===== config.mk =====
export PLATFORM = sky130hd
export DESIGN_NAME = ntt_core_gf64_ntw_seq_flat
export DESIGN_NICKNAME = d
export VERILOG_FILES = /design/src/rtl/ntt_core_gf64_ntw_seq_if.sv /design/src/rtl/ntt_core_gf64_ntw_seq.sv /design/src/flat_wrapper.sv
export SDC_FILE = /design/constraint.sdc
export NUM_CORES = 1
export LEC_CHECK = 0
export ABC_AREA = 1
export CORE_MARGIN = 10
export CORE_UTILIZATION = 53
export CTS_CLUSTER_SIZE = 40
export DETAILED_ROUTE_END_ITERATION = 7
export PLACE_DENSITY = 0.79
export SLEW_MARGIN = 20
export SYNTH_ARGS = -nofsm -noshare
export SYNTH_HDL_FRONTEND = slang
export SYNTH_SLANG_ARGS = --single-unit
export TNS_END_PERCENT = 1

===== constraint.sdc =====
create_clock -name clk -period 2.75 [get_ports clk]
set_clock_uncertainty 0.1 [all_clocks]
set_input_delay 0.55 -clock clk [delete_from_list [all_inputs] [get_ports clk]]
set_output_delay 0.55 -clock clk [all_outputs]
set_load 0.02 [all_outputs]

===== src/rtl/ntt_core_gf64_ntw_seq_if.sv =====
// ---------------------------------------------------------------------------
// ntt_core_gf64_ntw_seq_if
// Command / hold / beat-framing bundle of the gf64 column + network sequencer.
// The parameters must match the ones given to ntt_core_gf64_ntw_seq so that
// the field widths line up on both sides.
//
//   cmd_vld / cmd_rdy      batch command handshake
//   cmd_pbs_nb             PBS in the batch
//   cmd_lvl_nb             levels in the batch
//   cmd_pbs_id_base        pbs_id of the first PBS
//   hold                   freeze sequencing for one cycle
//   out_avail              beat valid
//   out_sob/eob            first/last beat of the batch
//   out_sol/eol            first/last beat of a level
//   out_sos/eos            first/last beat of a (level, PBS) chunk
//   out_pbs_id/lvl_id/stg_iter  beat coordinates
//   busy                   sequencer not idle
//   err_cmd                one-cycle pulse on an illegal command
//
// Modports: master drives commands and hold, slave is the sequencer.
// ---------------------------------------------------------------------------
interface ntt_core_gf64_ntw_seq_if #(
    parameter int STG_ITER_NB   = 8,
    parameter int LVL_MAX       = 4,
    parameter int BATCH_PBS_MAX = 8,
    parameter int BPBS_ID_W     = 8
) ();
    localparam int PNB_W = $clog2(BATCH_PBS_MAX + 1);
    localparam int LNB_W = $clog2(LVL_MAX + 1);
    localparam int LID_W = (LVL_MAX > 1) ? $clog2(LVL_MAX) : 1;
    localparam int STG_W = (STG_ITER_NB > 1) ? $clog2(STG_ITER_NB) : 1;

    logic                 cmd_vld;
    logic                 cmd_rdy;
    logic [PNB_W-1:0]     cmd_pbs_nb;
    logic [LNB_W-1:0]     cmd_lvl_nb;
    logic [BPBS_ID_W-1:0] cmd_pbs_id_base;
    logic                 hold;
    logic                 out_avail;
    logic                 out_sob;
    logic                 out_eob;
    logic                 out_sol;
    logic                 out_eol;
    logic                 out_sos;
    logic                 out_eos;
    logic [BPBS_ID_W-1:0] out_pbs_id;
    logic [LID_W-1:0]     out_lvl_id;
    logic [STG_W-1:0]     out_stg_iter;
    logic                 busy;
    logic                 err_cmd;

    modport master (
        output cmd_vld, cmd_pbs_nb, cmd_lvl_nb, cmd_pbs_id_base, hold,
        input  cmd_rdy, out_avail, out_sob, out_eob, out_sol, out_eol,
               out_sos, out_eos, out_pbs_id, out_lvl_id, out_stg_iter,
               busy, err_cmd
    );

    modport slave (
        input  cmd_vld, cmd_pbs_nb, cmd_lvl_nb, cmd_pbs_id_base, hold,
        output cmd_rdy, out_avail, out_sob, out_eob, out_sol, out_eol,
               out_sos, out_eos, out_pbs_id, out_lvl_id, out_stg_iter,
               busy, err_cmd
    );
endinterface


===== src/rtl/ntt_core_gf64_ntw_seq.sv =====
// ---------------------------------------------------------------------------
// ntt_core_gf64_ntw_seq
// Generates the per-beat control framing for a batch of PBS flowing through a
// gf64 radix column and its inter-column network. One command is taken at a
// time; beats are emitted one per non-held cycle with loops ordered level
// (outer), PBS (middle), stage iteration (inner). After the eob beat the
// sequencer idles MIN_BATCH_GAP cycles so the ping-pong RAMs can drain.
//
//   clk    clock
//   s_rst  synchronous active-high reset
//   bus    ntt_core_gf64_ntw_seq_if.slave (command, hold, beat framing)
// ---------------------------------------------------------------------------
module ntt_core_gf64_ntw_seq #(
    parameter int STG_ITER_NB   = 8,
    parameter int LVL_MAX       = 4,
    parameter int BATCH_PBS_MAX = 8,
    parameter int BPBS_ID_W     = 8,
    parameter int MIN_BATCH_GAP = 2
) (
    input  logic                          clk,
    input  logic                          s_rst,
    ntt_core_gf64_ntw_seq_if.slave        bus
);
    localparam int PNB_W = $clog2(BATCH_PBS_MAX + 1);
    localparam int LNB_W = $clog2(LVL_MAX + 1);
    localparam int LID_W = (LVL_MAX > 1) ? $clog2(LVL_MAX) : 1;
    localparam int STG_W = (STG_ITER_NB > 1) ? $clog2(STG_ITER_NB) : 1;
    localparam int GAP_W = (MIN_BATCH_GAP > 1) ? $clog2(MIN_BATCH_GAP) : 1;

    localparam logic [STG_W-1:0] STG_LAST = STG_W'(STG_ITER_NB - 1);
    localparam logic [GAP_W-1:0] GAP_LAST = GAP_W'(MIN_BATCH_GAP - 1);

    typedef enum logic [1:0] {ST_IDLE, ST_RUN, ST_GAP} state_t;

    state_t               r_state;
    state_t               w_state_next;

    logic [PNB_W-1:0]     r_pbs_nb;
    logic [LNB_W-1:0]     r_lvl_nb;
    logic [BPBS_ID_W-1:0] r_base;
    logic [LNB_W-1:0]     r_lvl;
    logic [PNB_W-1:0]     r_pbs;
    logic [STG_W-1:0]     r_stg;
    logic [GAP_W-1:0]     r_gap_cnt;

    logic                 r_avail, r_sob, r_eob, r_sol, r_eol, r_sos, r_eos;
    logic [BPBS_ID_W-1:0] r_pbs_id;
    logic [LID_W-1:0]     r_lvl_id;
    logic [STG_W-1:0]     r_stg_iter;
    logic                 r_err;

    logic                 w_run, w_accept, w_cmd_legal, w_start, w_emit;
    logic [PNB_W-1:0]     w_pbs_nb;
    logic [LNB_W-1:0]     w_lvl_nb;
    logic [BPBS_ID_W-1:0] w_base;
    logic [LNB_W-1:0]     w_lvl;
    logic [PNB_W-1:0]     w_pbs;
    logic [STG_W-1:0]     w_stg;
    logic                 w_stg_last, w_pbs_last, w_lvl_last, w_last_beat;
    logic                 w_first;

    // Beat coordinates. Counters always point at the next beat to emit; in
    // IDLE the beat about to be emitted is beat 0 of the incoming command,
    // which is why the first beat can leave on the accept edge.
    always_comb begin
        w_run       = (r_state == ST_RUN);
        w_accept    = (r_state == ST_IDLE) && bus.cmd_vld;
        w_cmd_legal = (bus.cmd_pbs_nb != '0) &&
                      (bus.cmd_pbs_nb <= PNB_W'(BATCH_PBS_MAX)) &&
                      (bus.cmd_lvl_nb != '0) &&
                      (bus.cmd_lvl_nb <= LNB_W'(LVL_MAX));
        w_start     = w_accept && w_cmd_legal;
        w_emit      = w_start || (w_run && !bus.hold);
        w_pbs_nb    = w_run ? r_pbs_nb : bus.cmd_pbs_nb;
        w_lvl_nb    = w_run ? r_lvl_nb : bus.cmd_lvl_nb;
        w_base      = w_run ? r_base   : bus.cmd_pbs_id_base;
        w_lvl       = w_run ? r_lvl    : '0;
        w_pbs       = w_run ? r_pbs    : '0;
        w_stg       = w_run ? r_stg    : '0;
        w_stg_last  = (w_stg == STG_LAST);
        w_pbs_last  = (w_pbs == w_pbs_nb - PNB_W'(1));
        w_lvl_last  = (w_lvl == w_lvl_nb - LNB_W'(1));
        w_last_beat = w_stg_last && w_pbs_last && w_lvl_last;
        w_first     = (w_lvl == '0) && (w_pbs == '0) && (w_stg == '0);
    end

    // Next state. The eob beat can be emitted straight from IDLE when the
    // batch is a single beat, so IDLE and RUN share the end-of-batch test.
    always_comb begin
        w_state_next = r_state;
        case (r_state)
            ST_IDLE, ST_RUN: begin
                if (w_emit && w_last_beat)
                    w_state_next = (MIN_BATCH_GAP == 0) ? ST_IDLE : ST_GAP;
                else if (w_start)
                    w_state_next = ST_RUN;
            end
            ST_GAP: begin
                if (r_gap_cnt == GAP_LAST)
                    w_state_next = ST_IDLE;
            end
            default: w_state_next = ST_IDLE;
        endcase
    end

    // State register.
    always_ff @(posedge clk) begin
        if (s_rst) r_state <= ST_IDLE;
        else       r_state <= w_state_next;
    end

    // Command latch, loop counters, gap counter and registered beat outputs.
    // Non-emitting cycles (hold, gap, idle) drive every beat field to zero.
    always_ff @(posedge clk) begin
        if (s_rst) begin
            r_pbs_nb   <= '0;
            r_lvl_nb   <= '0;
            r_base     <= '0;
            r_lvl      <= '0;
            r_pbs      <= '0;
            r_stg      <= '0;
            r_gap_cnt  <= '0;
            r_avail    <= 1'b0;
            r_sob      <= 1'b0;
            r_eob      <= 1'b0;
            r_sol      <= 1'b0;
            r_eol      <= 1'b0;
            r_sos      <= 1'b0;
            r_eos      <= 1'b0;
            r_pbs_id   <= '0;
            r_lvl_id   <= '0;
            r_stg_iter <= '0;
            r_err      <= 1'b0;
        end else begin
            r_err     <= w_accept && !w_cmd_legal;
            r_gap_cnt <= (r_state == ST_GAP) ? r_gap_cnt + GAP_W'(1) : '0;
            if (w_start) begin
                r_pbs_nb <= bus.cmd_pbs_nb;
                r_lvl_nb <= bus.cmd_lvl_nb;
                r_base   <= bus.cmd_pbs_id_base;
            end
            if (w_emit) begin
                if (w_last_beat) begin
                    r_lvl <= '0;
                    r_pbs <= '0;
                    r_stg <= '0;
                end else if (w_stg_last) begin
                    r_stg <= '0;
                    if (w_pbs_last) begin
                        r_pbs <= '0;
                        r_lvl <= w_lvl + LNB_W'(1);
                    end else begin
                        r_pbs <= w_pbs + PNB_W'(1);
                        r_lvl <= w_lvl;
                    end
                end else begin
                    r_stg <= w_stg + STG_W'(1);
                    r_pbs <= w_pbs;
                    r_lvl <= w_lvl;
                end
            end
            r_avail    <= w_emit;
            r_sob      <= w_emit && w_first;
            r_eob      <= w_emit && w_last_beat;
            r_sol      <= w_emit && (w_pbs == '0) && (w_stg == '0);
            r_eol      <= w_emit && w_pbs_last && w_stg_last;
            r_sos      <= w_emit && (w_stg == '0);
            r_eos      <= w_emit && w_stg_last;
            r_pbs_id   <= w_emit ? (w_base + BPBS_ID_W'(w_pbs)) : '0;
            r_lvl_id   <= w_emit ? w_lvl[LID_W-1:0] : '0;
            r_stg_iter <= w_emit ? w_stg : '0;
        end
    end

    assign bus.cmd_rdy      = (r_state == ST_IDLE);
    assign bus.busy         = (r_state != ST_IDLE);
    assign bus.out_avail    = r_avail;
    assign bus.out_sob      = r_sob;
    assign bus.out_eob      = r_eob;
    assign bus.out_sol      = r_sol;
    assign bus.out_eol      = r_eol;
    assign bus.out_sos      = r_sos;
    assign bus.out_eos      = r_eos;
    assign bus.out_pbs_id   = r_pbs_id;
    assign bus.out_lvl_id   = r_lvl_id;
    assign bus.out_stg_iter = r_stg_iter;
    assign bus.err_cmd      = r_err;
endmodule


===== src/flat_wrapper.sv =====
// flat-port wrapper written by rule: the top's interface ports become plain ports
module ntt_core_gf64_ntw_seq_flat 
#(
    parameter int STG_ITER_NB   = 8,
    parameter int LVL_MAX       = 4,
    parameter int BATCH_PBS_MAX = 8,
    parameter int BPBS_ID_W     = 8,
    parameter int MIN_BATCH_GAP = 2
)
  (clk, s_rst, bus_cmd_vld, bus_cmd_pbs_nb, bus_cmd_lvl_nb, bus_cmd_pbs_id_base, bus_hold, bus_cmd_rdy, bus_out_avail, bus_out_sob, bus_out_eob, bus_out_sol, bus_out_eol, bus_out_sos, bus_out_eos, bus_out_pbs_id, bus_out_lvl_id, bus_out_stg_iter, bus_busy, bus_err_cmd);
  ntt_core_gf64_ntw_seq_if #(.STG_ITER_NB(STG_ITER_NB), .LVL_MAX(LVL_MAX), .BATCH_PBS_MAX(BATCH_PBS_MAX), .BPBS_ID_W(BPBS_ID_W)) bus_i ();
  input  logic clk;
  input  logic s_rst;
  input wire logic [$bits(bus_i.cmd_vld)-1:0] bus_cmd_vld;
  input wire logic [$bits(bus_i.cmd_pbs_nb)-1:0] bus_cmd_pbs_nb;
  input wire logic [$bits(bus_i.cmd_lvl_nb)-1:0] bus_cmd_lvl_nb;
  input wire logic [$bits(bus_i.cmd_pbs_id_base)-1:0] bus_cmd_pbs_id_base;
  input wire logic [$bits(bus_i.hold)-1:0] bus_hold;
  output wire logic [$bits(bus_i.cmd_rdy)-1:0] bus_cmd_rdy;
  output wire logic [$bits(bus_i.out_avail)-1:0] bus_out_avail;
  output wire logic [$bits(bus_i.out_sob)-1:0] bus_out_sob;
  output wire logic [$bits(bus_i.out_eob)-1:0] bus_out_eob;
  output wire logic [$bits(bus_i.out_sol)-1:0] bus_out_sol;
  output wire logic [$bits(bus_i.out_eol)-1:0] bus_out_eol;
  output wire logic [$bits(bus_i.out_sos)-1:0] bus_out_sos;
  output wire logic [$bits(bus_i.out_eos)-1:0] bus_out_eos;
  output wire logic [$bits(bus_i.out_pbs_id)-1:0] bus_out_pbs_id;
  output wire logic [$bits(bus_i.out_lvl_id)-1:0] bus_out_lvl_id;
  output wire logic [$bits(bus_i.out_stg_iter)-1:0] bus_out_stg_iter;
  output wire logic [$bits(bus_i.busy)-1:0] bus_busy;
  output wire logic [$bits(bus_i.err_cmd)-1:0] bus_err_cmd;
  assign bus_i.cmd_vld = bus_cmd_vld;
  assign bus_i.cmd_pbs_nb = bus_cmd_pbs_nb;
  assign bus_i.cmd_lvl_nb = bus_cmd_lvl_nb;
  assign bus_i.cmd_pbs_id_base = bus_cmd_pbs_id_base;
  assign bus_i.hold = bus_hold;
  assign bus_cmd_rdy = bus_i.cmd_rdy;
  assign bus_out_avail = bus_i.out_avail;
  assign bus_out_sob = bus_i.out_sob;
  assign bus_out_eob = bus_i.out_eob;
  assign bus_out_sol = bus_i.out_sol;
  assign bus_out_eol = bus_i.out_eol;
  assign bus_out_sos = bus_i.out_sos;
  assign bus_out_eos = bus_i.out_eos;
  assign bus_out_pbs_id = bus_i.out_pbs_id;
  assign bus_out_lvl_id = bus_i.out_lvl_id;
  assign bus_out_stg_iter = bus_i.out_stg_iter;
  assign bus_busy = bus_i.busy;
  assign bus_err_cmd = bus_i.err_cmd;
  ntt_core_gf64_ntw_seq #(.STG_ITER_NB(STG_ITER_NB), .LVL_MAX(LVL_MAX), .BATCH_PBS_MAX(BATCH_PBS_MAX), .BPBS_ID_W(BPBS_ID_W), .MIN_BATCH_GAP(MIN_BATCH_GAP)) u_core (.clk(clk), .s_rst(s_rst), .bus(bus_i));
endmodule

# Word-level counts from Yosys, hierarchy flattened
# Cells that the tools add are included.
# totals
regBits	49
latchBits	0
ram_bits	0
romBits	0
word_cells	88
memories	0
# op_classes
addsub	7
n_mul	0
n_div	0
order_cmp	2
n_eq_ne	7
n_shift	0
muxes	18
bitwise	2
reduce_logical	33
# ops
op	n
$mux 3	8
$mux 4	5
$logic_and 1x1->1	19
$add 8x4->8	1
$mux 8	1
$add 3x1->3 const B	2
$logic_not 3->1	2
$mux 2	3
$reduce_or 2->1	3
$add 4x1->4 const B	1
$eq 4x4->1	1
$le 4x4->1 const B	1
$logic_not 4->1	1
$pmux 2 s2	1
$reduce_bool 4->1	1
$sub 4x1->4 const B	1
$eq 3x3->1	1
$eq 3x3->1 const B	1
$le 3x3->1 const B	1
$ne 3x1->1 const B	1
$reduce_bool 3->1	1
$sub 3x1->3 const B	1
$eq 2x1->1 const B	1
$eq 2x2->1 const B	1
other kinds (8)	10

# Logic depth before layout (Yosys ltp)
# Gate-level depths: netlist of the first run.
# depth
word_depth	9
depth_mapped	18
ltp_nobuf	17

# Worst setup path after synthesis of the first run
# No wires, ideal clock.
# synth_path
path_kind	register to register
start	reg u_core.r_state[1]
end	reg u_core.r_pbs_id[6] (netlist: u_core.bus.out_pbs_id[6])
setup_time_ns	0.115
t_arrival_ns	2.298
slack_ns	0.238
path_stages_with_launch	17
path_buffers	3
path_cell_list	dfxtp_1 inv_2 nand2_2 buf_6 buf_6 buf_2 nand2_1 o21ai_0 ha_1 inv_1 fa_1 nor2_1 o21ai_0 nand2_1 nand3_1 xnor2_1 nor2_1
# synth_via
elab_chain_len	6
# synth_lines
element	line	text
start, declared	ntt_core_gf64_ntw_seq.sv:35	state_t r_state;
start signal, assigned	ntt_core_gf64_ntw_seq.sv:109	else r_state <= w_state_next;
branches (longest 6 deep; another with $add 8x4->8)	--	
end signal, assigned	ntt_core_gf64_ntw_seq.sv:169	r_pbs_id <= w_emit ? (w_base + BPBS_ID_W'(w_pbs)) : '0;
end, declared	ntt_core_gf64_ntw_seq.sv:47	logic [BPBS_ID_W-1:0] r_pbs_id;
# Several ways; the timed one is not identified.
# A chain may end at the register's enable or synchronous reset.

# Final worst setup path of the first run
# layout_path
start	in bus_cmd_pbs_id_base[0]
end	reg u_core.r_pbs_id[6] (netlist: u_core.bus.out_pbs_id[6])
# layout_via
elab_chain_len	2
# layout_lines
element	line	text
start, declared	flat_wrapper.sv:17	input wire logic [$bits(bus_i.cmd_pbs_id_base)-1:0] bus_cmd_pbs_id_base;
$mux 8	ntt_core_gf64_ntw_seq.sv:76	w_base = w_run ? r_base : bus.cmd_pbs_id_base;
$add 8x4->8	ntt_core_gf64_ntw_seq.sv:169	
# Every way passes these cells.

==> flow_metrics.py, run 1 <==
metrics = {
    "outcome": {
        "status": "finished, final reports clean",
    },
    "drt": {
        "drc": 0,
        "antenna_left": 0,
        "wl_met1_um": 2670,
        "wl_met3_um": 357,
        "drt_iter0_drc": 178,
        "vias_per_cell": 5.130,
        "drt-total-wl_um": 5864,
        "vias": 2293,
        "routed.top_layer": "met4",
        "drt_pass1_iterations": 4,
        "wire_per_inst_um": 13.12,
        "wl_met2_um": 2765,
    },
    "setup_path": {
        "cp.arrival_ns": 2.57,
        "crit_required_ns": 2.85,
        "cp-end-kind": "flop",
        "crit_type": "primary input to flop",
        "crit_fanout": 2,
        "critPathLaunchType": "primary input",
    },
    "placement": {
        "place.gp.congestion": 0.8873,
        "portBuffers": 41,
        "dp_hpwl_um": 4471,
        "dp.cells": 439,
    },
    "power_and_ir_drop": {
        "combinationalPowerShare_pct": 18.0,
        "power_density_mw_per_mm2": 499.4,
        "seqPwrFrac_pct": 48.1,
        "p_sw_mw": 0.4171,
        "swShare_pct": 26.58,
        "ir_drop_uv": 230.1,
        "power_frac_clock_pct": 33.9,
        "leakage_nw": 1.402,
        "internal-power_mw": 1.152,
    },
    "global_route": {
        "antenna_found_initial": 0,
        "grt_pass1_vias": 2215,
        "grt_overflow": 0,
        "grt_max_degree": 18,
        "gr-usage-all-layers_pct": 15.79,
        "grt_pass1_wl_um": 10160,
    },
    "layout": {
        "layout-drive-gt1-share_pct": 10.69,
        "final_nets": 425,
        "area_growth_pct": 22.61,
        "fin_cells": 447,
        "n_antenna_cell": 0,
        "fillers": 412,
        "postLayoutCoreUtil_pct": 66.96,
    },
    "clocking": {
        "clock_sinks": 49,
        "holdBufCountCts": 0,
        "cts_buffer_depth": 2,
        "clk_latency_ns": 0.30,
        "cts_made_buffers": 5,
        "ctsHtreeMaxLevel": 2,
        "ctsResizeCount": 0,
        "cts_tree": "built",
        "cts_root_buf": "clkbuf_8",
        "clkSlewWorstSetupHoldPaths_ns": 0.09,
        "post_cts_buffers": 0,
    },
    "sta": {
        "hold_slack_ns": 0.3568,
        "clock.fmax_mhz": 405.0,
        "fin_setup_tns_ns": 0,
        "hold_viol": 0,
        "worst_pin_slew_ns": 0.4677,
        "setup_viol": 0,
        "fin_crit_ns": 2.469,
        "rsz0062_at_grt": "no",
        "finalCritPeriodShare_pct": 89.80,
        "slew_headroom_pct": 68.49,
        "drv_slew": 0,
    },
    "min_path": {
        "hp-class": "flop to flop",
    },
    "die": {
        "die_height_um": 89.53,
        "coreArea_mm2": 0.004692,
        "die-area_mm2": 0.008016,
        "ios": 42,
        "start_util_pct": 54.61,
        "row_count": 25,
        "die_x_um": 89.53,
    },
    "logic_synthesis": {
        "syn_area_mm2": 0.002562,
        "synth_edf_count": 0,
        "synth_top_flop_cell": "dfxtp_1",
        "syn_area_per_cell_um2": 7.385,
        "synth-xor-area-share_pct": 3.076,
        "syn_nets": 380,
        "synth.distinct_cells": 37,
        "synth.most_common_cell": "nand2_1",
        "synth_top_family_by_area": "simple AND/OR/NAND/NOR gates",
        "synth.area.mux_share_pct": 0.3906,
        "netlist_top_cells_area": "dfxtp_1 (38%), nand2_1 (11%), inv_1 (6.4%)",
        "yosysTopAreaCellShare_pct": 38.28,
        "yosysSeqAreaShare_pct": 38.28,
        "synth_area_leader_cell": "dfxtp_1",
        "synthArstFlopShare_pct": 0,
        "synth_top_cells_by_count": "nand2_1 (74), dfxtp_1 (49), inv_1 (44), nor2_1 (30), a21oi_1 (29)",
        "synth_simple_gate_area_share_pct": 27.83,
        "postSynthCellCount": 347,
        "synth-compound-area-share_pct": 13.04,
        "ys_warn_count": 0,
        "synthAdderAreaFrac_pct": 7.129,
        "ys_seq_elements": 49,
    },
    "job": {
        "max_cap_viol_count": 0,
    },
}
[sequential cells by signal (all words and copies together) (netlist names)]
| signal | flops |
|---|---|
| u_core.bus.out_pbs_id | 8 |
| u_core.r_base | 8 |
| u_core.r_pbs | 4 |
| u_core.r_pbs_nb | 4 |
| u_core.bus.out_stg_iter | 3 |
| u_core.r_lvl | 3 |
| u_core.r_lvl_nb | 3 |
| u_core.r_stg | 3 |
| u_core.bus.out_lvl_id | 2 |
| u_core.r_state | 2 |
| u_core.bus.err_cmd | 1 |
| u_core.bus.out_avail | 1 |
| u_core.bus.out_eob | 1 |
| u_core.bus.out_eol | 1 |
| u_core.bus.out_eos | 1 |
| u_core.bus.out_sob | 1 |
| u_core.bus.out_sol | 1 |
| u_core.bus.out_sos | 1 |
| u_core.r_gap_cnt | 1 |
[cell usage in the layout (no fill, tap or decap), drive strengths merged, types with 3 or more instances in the layout]
cell           netlist  routed
dfxtp               49      49
xor2                 6       6
nand3               18      18
nand2               83      83
xnor2                3       3
clkbuf               4       7
nand4                6       6
or2                  3       3
nor2                35      35
a21oi               30      30
o21ai               28      28
inv                 47      47
ha                  13      13
clkdlybuf4s50        0      41
nor3                 5       5
buf                  8       9
[power by group through the flow]
| stage | Clock [mW] | Sequential, mW | Combinational, mW |
|---|---|---|---|
| after floorplan | 0 | 0.780 | 0.178 |
| after global placement | 0 | 0.770 | 0.274 |
| after detailed placement | 0 | 0.771 | 0.280 |
| after CTS | 0.543 | 0.755 | 0.282 |
| after global routing | 0.567 | 0.758 | 0.316 |
| final | 0.533 | 0.755 | 0.282 |
[metrics by stage]
| step | total power, mW | instance area (um^2) | worst slack [ns] |
|---|---|---|---|
| 4_1_cts | 1.579 | 3142 | 0.3081 |
| 3_5_place_dp | 1.051 | 3025 | 0.005486 |
| 3_3_place_gp | 1.044 | 3025 | 0.07894 |
| 2_1_floorplan | 0.9574 | 2562 | 0.2377 |
| 5_1_grt | 1.642 | 3142 | 0.01882 |
| 6_report | 1.569 | 3142 | 0.2806 |
[critical path: stages]
cell             delay [ns]
clkdlybuf4s50_1        0.48
nand2_1                0.06
o21ai_0                0.09
ha_1                   0.20
inv_1                  0.06
fa_1                   0.45
nor2_1                 0.16
o21ai_0                0.12
nand2_1                0.11
nand3_1                0.09
xnor2_1                0.15
nor2_1                 0.05
[cell type report]
class                      count  area [um^2]  share of cell area [%]
multi-input combinational    238         1319                   41.98
sequential                    49        980.9                   31.22
timing repair buffer          50        478.0                   15.21
inverter                      48        180.2                   5.735
clock buffer                   7        86.33                   2.748
tap                           54        67.56                   2.151
clock inverter                 1        30.03                  0.9558
[path summary, 6_finish.rpt]
| kind | startpoint | to | slack (ns) | cells after the start |
|---|---|---|---|---|
| worst max-delay path | bus_cmd_pbs_id_base[0] | u_core.bus.out_pbs_id[6] | 0.28 | 12 |
| worst min-delay path | u_core.r_base[5] | u_core.r_base[5] | 0.36 | 2 |
| worst max register to register | u_core.r_state[1] | u_core.bus.out_pbs_id[6] | 0.32 | 13 |
| worst min register to register | u_core.r_base[5] | u_core.r_base[5] | 0.36 | 2 |
[metal layers]
layer | GRT usage (%) | vias to the layer above
li1 | - | 1192
met1 | 19.54 | 1039
met4 | 5.058 | 0
met3 | 3.464 | 7
met2 | 26.47 | 55
met5 | 0 | -
[cells by family after synthesis]
group                    Yosys count
flip-flops                        49
adder cells (fa/ha/maj)           14
buffers and inverters             60
XOR/XNOR                           9
multiplexers                       1
AO/OA/AOI/OAI                     62
AND/OR/NAND/NOR                  152
Power figures use the tool's default switching activity.
==> run 2: changes to the inputs <==
CAP_MARGIN = 20   (was unset)
CTS_CLUSTER_DIAMETER = 40   (was unset)
==> results of run 2 <==
No change in the layout: final DEF, timing and power equal those of run 1.
==> run 3: changes to the inputs <==
GPL_TIMING_DRIVEN = 0   (was unset)
SETUP_SLACK_MARGIN = 0.2   (was unset)
==> run 3 against run 2 <==
Compared with the run above: setup slack improved by 0.053 ns; critical path depth increased by 3; wire length increased by 6.7%; hold slack improved by 0.0075 ns; utilization increased by 1.9 points; cell area increased by 2.9%; first-iteration DRC count decreased by 5.1%; sequential cell count unchanged; sequential power about the same; clock power increased by 1%; count of clock-buffer cells in the layout unchanged; largest power group unchanged.
==> flow_metrics.py, run 3 (synthesis gave the netlist of run 1 again) <==
metrics = {
    "outcome": {
        "status": "finished, final reports clean",
    },
    "min_path": {
        "hold-path-endpoint": "u_core.r_base[3]",
        "min_path_cells": 2,
        "hp-class": "flop to flop",
        "hold_start": "u_core.r_base[3]",
    },
    "global_route": {
        "grt_pass1_wl_um": 10450,
        "grt_max_degree": 15,
        "gr-usage-all-layers_pct": 16.58,
        "use_met3_pct": 3.920,
        "grt_overflow": 0,
        "antenna_found_initial": 0,
        "gr-usage-met1_pct": 19.50,
        "grt_pass1_vias": 2310,
        "grt-busiest-layer": "met2",
        "met2_usage_pct": 28.91,
    },
    "clocking": {
        "cts_tree": "built",
        "clk_latency_ns": 0.31,
        "clkSlewWorstSetupHoldPaths_ns": 0.09,
        "cts_made_buffers": 5,
        "cts_buffer_depth": 2,
        "cts_root_buf": "clkbuf_8",
        "ctsHtreeMaxLevel": 2,
        "clock_sinks": 49,
    },
    "power_and_ir_drop": {
        "swShare_pct": 27.13,
        "internal-power_mw": 1.158,
        "power_frac_clock_pct": 34.0,
        "seqPwrFrac_pct": 47.5,
        "ir_drop_uv": 293.9,
        "leakage_nw": 1.435,
        "power_density_mw_per_mm2": 491.7,
        "combinationalPowerShare_pct": 18.5,
        "p_sw_mw": 0.4311,
    },
    "sta": {
        "setup_viol": 0,
        "clock.fmax_mhz": 413.9,
        "fin_ws_ns": 0.3339,
        "hold_viol": 0,
        "drv_slew": 0,
        "slew_headroom_pct": 56.90,
        "fin_crit_ns": 2.416,
        "worst_pin_slew_ns": 0.6465,
        "rsz0062_at_grt": "yes",
        "finalCritPeriodShare_pct": 87.86,
    },
    "placement": {
        "dp.cells": 442,
        "pre_cts_ws_ns": -0.1010,
        "dp_hpwl_um": 4714,
        "place.gp.congestion": 0.8769,
        "portBuffers": 41,
    },
    "drt": {
        "drc": 0,
        "drt-total-wl_um": 6255,
        "vias_per_cell": 5.136,
        "antenna_left": 0,
        "drt_pass1_iterations": 5,
        "drt_iter0_drc": 169,
        "wire_per_inst_um": 13.75,
        "vias": 2337,
    },
    "layout": {
        "mostFrequentLayoutCells": "nand2_1 (74), dfxtp_1 (47), inv_1 (44)",
        "final_common_cell": "nand2_1",
        "layout-drive-gt1-share_pct": 13.22,
        "final_nets": 433,
        "fin_cells": 455,
        "area_growth_pct": 26.12,
        "n_antenna_cell": 0,
    },
    "die": {
        "row_count": 25,
        "die_x_um": 89.53,
        "coreArea_mm2": 0.004692,
        "die_height_um": 89.53,
        "die-area_mm2": 0.008016,
        "start_util_pct": 54.61,
        "ios": 42,
    },
    "setup_path": {
        "cp-end-kind": "flop",
        "ff2ff_path_depth": 15,
        "cp.arrival_ns": 2.54,
        "crit_type": "flop to flop",
        "r2r-start": "u_core.r_state[1]",
        "crit_fanout": 10,
        "r2r_setup_slack_ns": 0.33,
        "critPathLaunchType": "flop",
        "crit_required_ns": 2.88,
        "rr_endpoint": "u_core.bus.out_pbs_id[7]",
    },
    "job": {
        "max_cap_viol_count": 0,
    },
}
-- run 3: changes by cell type in the layout (fill, tap and decap cells not counted), sizes merged --
| cell | before | now |
|---|---|---|
| clkbuf | 7 | 11 |
| buf | 9 | 13 |
-- run 3: worst max path at each step --
stage,start,endpoint,cells after the start
final,u_core.r_state[1],u_core.bus.out_pbs_id[7],15
after global routing,bus_cmd_pbs_nb[0],u_core.r_lvl[2],15
after CTS,u_core.r_state[1],u_core.bus.out_pbs_id[6],15
after detailed placement,u_core.r_state[1],u_core.bus.out_pbs_id[6],16
after global placement,u_core.r_state[1],u_core.bus.out_pbs_id[6],16
after floorplan,u_core.r_state[1],u_core.bus.out_pbs_id[6],16
-- run 3: cell type report --
cell class | instances | area, um^2
Multi-Input combinational cell | 238 | 1339
Sequential cell | 49 | 985.9
Clock inverter | 1 | 30.03
Inverter | 48 | 182.7
Tap cell | 54 | 67.56
Timing Repair Buffer | 46 | 447.9
Buffer | 12 | 92.59
Fill cell | 410 | 1460
Clock buffer | 7 | 86.33
-- run 3: critical path, stage by stage, from the launching register on --
cell and delay [ns]:
dfxtp_4 0.36, inv_4 0.07, nand2_2 0.05, buf_6 0.12, buf_8 0.13, buf_6 0.14, nand2_1 0.05, o21ai_0 0.10
ha_1 0.31, inv_1 0.08, o21bai_1 0.18, nand2_1 0.09, nand2_1 0.09, nand3_1 0.12, o21a_1 0.20, nor3_1 0.14
-- run 3: stage by stage --
step	util, %	hold WS [ns]	setup TNS, ns	cell area, um^2	power (mW)
after floorplan	-	0.3245	0	2562	0.9574
after global placement	64.80	0.3345	-0.07294	3040	1.047
after detailed placement	64.80	0.3429	-0.1044	3040	1.056
after CTS	68.27	0.3638	0	3203	1.591
after global routing	68.88	0.3825	0	3232	1.664
final	68.88	0.3644	0	3232	1.589
-- run 3: layer usage --
layer  vias up  wire length, um
met4         0               68
met3         7              344
met5         -                0
met1      1049             2730
li1       1213                -
met2        68             3112
-- run 3: timing repair --
action	4_1_cts	5_1_grt
hold buffers	0	0
buffers inserted	3	2
pin swaps	2	6
resized for setup	11	5
setup endpoints to repair	3	7
-- run 3: power groups by stage --
stage / clock, mW / combinational [mW] / sequential (mW)
after CTS: 0.545 / 0.292 / 0.754
after global routing: 0.577 / 0.329 / 0.759
after detailed placement: 0 / 0.285 / 0.772
after floorplan: 0 / 0.178 / 0.780
after global placement: 0 / 0.277 / 0.770
final: 0.540 / 0.294 / 0.755
